## config.mk

```make
export PLATFORM = sky130hd
export DESIGN_NAME = bits_operand_join
export DESIGN_NICKNAME = d
export VERILOG_FILES = /design/src/rtl/bits_operand_join.sv
export SDC_FILE = /design/constraint.sdc
export NUM_CORES = 1
export LEC_CHECK = 0
export ABC_AREA = 1
export CAP_MARGIN = 10
export CORE_MARGIN = 2
export CORE_UTILIZATION = 49
export CTS_CLUSTER_DIAMETER = 200
export DETAILED_ROUTE_END_ITERATION = 12
export PLACE_DENSITY = 0.82
export REMOVE_ABC_BUFFERS = 1
export SLEW_MARGIN = 0
export SYNTH_ARGS = -nofsm -noshare
export SYNTH_HDL_FRONTEND = slang
export SYNTH_SLANG_ARGS = --single-unit
```

## constraint.sdc

```tcl
create_clock -name CLK -period 2.7 [get_ports CLK]
set_input_delay 0.675 -clock CLK [delete_from_list [all_inputs] [get_ports CLK]]
set_output_delay 0.675 -clock CLK [all_outputs]
set_load 0.02 [all_outputs]
```

## src/rtl/bits_operand_join.sv

```systemverilog
// ============================================================================
//  Module   : bits_operand_join
//  Purpose  : Joins two independent valid/ready operand streams into one
//             registered operand-pair stream for the 3-bit bitwise unit,
//             with a wrapping count of pairs handed downstream.
//  Revision : 1.0  initial release
// ============================================================================
`default_nettype none

module bits_operand_join #(
    parameter int WIDTH     = 3,
    parameter int CNT_WIDTH = 8
) (
    input  logic                 CLK,
    input  logic                 RESET,
    input  logic [WIDTH-1:0]     I0,
    input  logic                 I0_valid,
    output logic                 I0_ready,
    input  logic [WIDTH-1:0]     I1,
    input  logic                 I1_valid,
    output logic                 I1_ready,
    output logic [WIDTH-1:0]     O0,
    output logic [WIDTH-1:0]     O1,
    output logic                 O_valid,
    input  logic                 O_ready,
    output logic [CNT_WIDTH-1:0] PAIR_COUNT
);

    localparam logic [CNT_WIDTH-1:0] c_cnt_one = CNT_WIDTH'(1);

    logic [WIDTH-1:0]     r_h0;
    logic [WIDTH-1:0]     r_h1;
    logic                 r_h0_v;
    logic                 r_h1_v;
    logic [WIDTH-1:0]     r_o0;
    logic [WIDTH-1:0]     r_o1;
    logic                 r_o_valid;
    logic [CNT_WIDTH-1:0] r_pair_count;

    logic                 w_join;
    logic                 w_take0;
    logic                 w_take1;
    logic                 w_handoff;

    // A pair moves into the output register whenever both holds are full and
    // the output slot is empty or draining this cycle.
    assign w_join    = r_h0_v && r_h1_v && (!r_o_valid || O_ready);
    assign w_handoff = r_o_valid && O_ready;

    // A departing operand frees its hold in the same cycle, so ready can
    // follow O_ready combinationally and sustain one pair per cycle.
    assign I0_ready  = !r_h0_v || w_join;
    assign I1_ready  = !r_h1_v || w_join;
    assign w_take0   = I0_valid && I0_ready;
    assign w_take1   = I1_valid && I1_ready;

    always_ff @(posedge CLK) begin
        if (RESET) begin
            r_h0         <= '0;
            r_h1         <= '0;
            r_h0_v       <= 1'b0;
            r_h1_v       <= 1'b0;
            r_o0         <= '0;
            r_o1         <= '0;
            r_o_valid    <= 1'b0;
            r_pair_count <= '0;
        end else begin
            if (w_take0) begin
                r_h0   <= I0;
                r_h0_v <= 1'b1;
            end else if (w_join) begin
                r_h0_v <= 1'b0;
            end

            if (w_take1) begin
                r_h1   <= I1;
                r_h1_v <= 1'b1;
            end else if (w_join) begin
                r_h1_v <= 1'b0;
            end

            if (w_join) begin
                r_o0      <= r_h0;
                r_o1      <= r_h1;
                r_o_valid <= 1'b1;
            end else if (w_handoff) begin
                r_o_valid <= 1'b0;
            end

            // Wraps silently at the top of the range.
            if (w_handoff) begin
                r_pair_count <= r_pair_count + c_cnt_one;
            end
        end
    end

    assign O0         = r_o0;
    assign O1         = r_o1;
    assign O_valid    = r_o_valid;
    assign PAIR_COUNT = r_pair_count;

endmodule

`default_nettype wire

```

==> flow_summary.yaml, run 1 <==
run_status:
  run_status: "completed"
floorplan:
  placementRows: 16
  pin_count: 28
  fp.dieH_microns: 48.3
  dieArea_sq_um: 2330
  chipWidth_microns: 48.3
  coreArea_sq_um: 1900
  initial_core_util_pct: 50.5
drt:
  vias: 893
  drc: 0
  drt_iter0_drc: 16
  post_drt_wl_per_cell_microns: 9.36
  postRouteAntennaNets: 0
  dr.pass1.iters: 4
  wl_microns: 1830
  vias_per_cell: 4.58
synthesis:
  yosysSeqAreaShare_pct: 48.0
  synth-async-reset-ratio_pct: 0
  ys_warn_count: 0
  synthDistinctLibCells: 16
  synthFlopType: "dfxtp_1"
  synth_area_leaders: "dfxtp_1, nor2_1, nand2_1"
  mappedNetlistArea_sq_um: 960
  synth_most_common_cell: "nor2_1"
  syn_area_per_cell_sq_um: 7.16
  syn_inst: 134
  synth_area_leader_cell: "dfxtp_1"
  synth_edf_count: 0
  synth_common_cells: "nor2_1, nand2_1, dfxtp_1"
  ys_ff_latch: 23
  yosys.area.top_type_share_pct: 48.0
cts:
  root_buffer: "clkbuf_4"
  htreeDepth: 1
  clkTransAtPathRegs_ns: 0.12
  clock-sinks: 23
  cts_tree: "built"
  clk_latency_ns: 0.30
  tritoncts.num_buffers: 3
  post_cts_buffers: 0
  cts_buffer_depth: 2
  cts_resized: 2
  cts_hold_buf: 0
critical_path:
  crit_path_end_kind: "primary output"
  crit_path_cell_trace: "clkdlybuf4s50_1 -> inv_1 -> nand2_1 -> nand2_4 -> nand2_2 -> dlygate4sd2_1"
  crit_path_max_fanout: 5
  crit_path_start: "O_ready"
  slowest_delay_ns: 0.49
  slowest_stage: "clkdlybuf4s50_1"
  critPathRequiredTime_ns: 2.03
  path_class: "input pin to primary output"
  crit_arrival_ns: 1.82
  startpoint_type: "input pin"
  timing.rr.start: "PAIR_COUNT[0]$_SDFFE_PP0P_"
finish:
  area_growth_pct: 36.1
  utilization_pct: 68.7
  antenna_cells: 0
  layout.cells.non_filler: 195
  nets: 181
  drive_gt1_share_pct: 7.14
power:
  p_total_mw: 0.615
  power_leakage_nw: 0.580
  max-vdd-ir-drop_v: 0.000319
  power_density_nw_per_um2: 471
placed_design:
  hpwl_microns: 1390
  gp_congestion: 0.751
  dp.cells: 191
  portBuffers: 27
timing:
  min_period_ns: 2.49
  fmax_ghz: 0.401
  finalSetupViolCount: 0
  tns_ns: 0
  fin_crit_sh_pct: 92.3
  hold_viol_final: 0
  skew_ns: 0.00608
  relSlewSlack_pct: 68.7
  worstMarginPinSlew_ns: 0.467
  rsz0062_at_grt: "false"
  slew_viol_final: 0
  whs_ns: 0.492
global_routing:
  grt_util_all_layers_pct: 17.2
  overflow: 0
  grt_max_degree: 20
  grt_pass1_vias: 693
  grt_pass1_wl_microns: 2780
  antenna_found_initial: 0
min_path:
  hp-class: "register to register"
  worstHoldStart: "O0[1]$_SDFFE_PP0P_"
run:
  drv_cap: 0
cell usage in the layout (no fill, tap or decap):
| master | n |
|---|---|
| o21a_1 | 1 |
| a21oi_1 | 12 |
| buf_4 | 4 |
| dlygate4sd2_1 | 2 |
| inv_1 | 18 |
| nor2_4 | 1 |
| clkdlybuf4s50_1 | 25 |
| ha_1 | 1 |
| clkbuf_1 | 1 |
| dfxtp_1 | 23 |
| nand2_4 | 1 |
| nand2_2 | 2 |
| clkinv_1 | 1 |
| nand3b_1 | 1 |
| nor2_2 | 1 |
| clkbuf_4 | 3 |
| nand3_1 | 10 |
| o21ai_0 | 7 |
| nand2_1 | 24 |
| nor2_1 | 30 |
cell families (layout without fill, tap and decap cells):
kind of cell               Yosys count  count (layout)  synth area share [%]
DFF                                 23              23                  48.0
and+or+nand+nor                     70              70                  31.4
adders and majority gates            1               1                  1.30
buffers and inverters               20              54                  8.60
AOI/OAI and AO/OA                   20              20                  10.7
sequential cells by signal, summed over array words and instances (netlist names):
signal	flops
O0	3
O1	3
O_valid	1
PAIR_COUNT	8
r_h0	3
r_h0_v	1
r_h1	3
r_h1_v	1
final timing paths:
check | cells after the start | slack (ns) | end
worst max-delay path | 6 | 0.21 | I0_ready
worst min-delay path | 2 | 0.49 | O0[1]$_SDFFE_PP0P_
worst max register to register | 7 | 1.55 | PAIR_COUNT[6]$_SDFFE_PP0P_
worst min register to register | 2 | 0.49 | O0[1]$_SDFFE_PP0P_
final cells by class:
| cell class | instances | area (sq um) |
|---|---|---|
| clock buffers | 4 | 26.3 |
| fillers | 177 | 596 |
| inverters | 19 | 71.3 |
| multi-input cells | 91 | 417 |
| flip-flops and latches | 23 | 460 |
| well taps | 27 | 33.8 |
| repair buffers | 31 | 298 |
critical path: cells and delay by family:
family	cells	cell delay, ns
simple gates	3	0.29
buf+inv	3	0.86
per-layer routing:
metal,wire length (microns),up-vias,GRT usage [%]
met3,86,4,3.33
met4,33,0,8.11
met1,894,382,23.2
met2,811,22,26.3
met5,0,-,0
li1,-,485,-
report_power, final:
group,switching (mW),internal (mW),total [mW]
Combinational,0.0489,0.0469,0.0958
Sequential,0.00925,0.355,0.365
Clock,0.0967,0.0576,0.154
Total,0.155,0.460,0.615
through the flow:
step | setup slack [ns] | area [sq um]
after global placement | -0.0493 | 1280
after CTS | 0.205 | 1310
after floorplan | 0.976 | 948
final | 0.207 | 1310
after detailed placement | -0.0505 | 1280
after global routing | 0.155 | 1310
No activity file was read; power rests on OpenSTA's default activity.
==> inputs of run 2 (changes only) <==
--- a/config.mk
+++ b/config.mk
@@ -9,11 +9,9 @@
 export CAP_MARGIN = 10
 export CORE_MARGIN = 2
 export CORE_UTILIZATION = 49
-export CTS_CLUSTER_DIAMETER = 200
 export DETAILED_ROUTE_END_ITERATION = 12
 export PLACE_DENSITY = 0.82
 export REMOVE_ABC_BUFFERS = 1
-export SLEW_MARGIN = 0
 export SYNTH_ARGS = -nofsm -noshare
 export SYNTH_HDL_FRONTEND = slang
 export SYNTH_SLANG_ARGS = --single-unit
==> results of run 2 <==
The final DEF is identical to that of run 1; final timing and power are the same.
==> inputs of run 3 (changes only) <==
--- a/config.mk
+++ b/config.mk
@@ -12,6 +12,7 @@
 export DETAILED_ROUTE_END_ITERATION = 12
 export PLACE_DENSITY = 0.82
 export REMOVE_ABC_BUFFERS = 1
+export SLEW_MARGIN = 40
 export SYNTH_ARGS = -nofsm -noshare
 export SYNTH_HDL_FRONTEND = slang
 export SYNTH_SLANG_ARGS = --single-unit
==> results of run 3 <==
The final DEF is identical to that of run 1; final timing and power are the same.
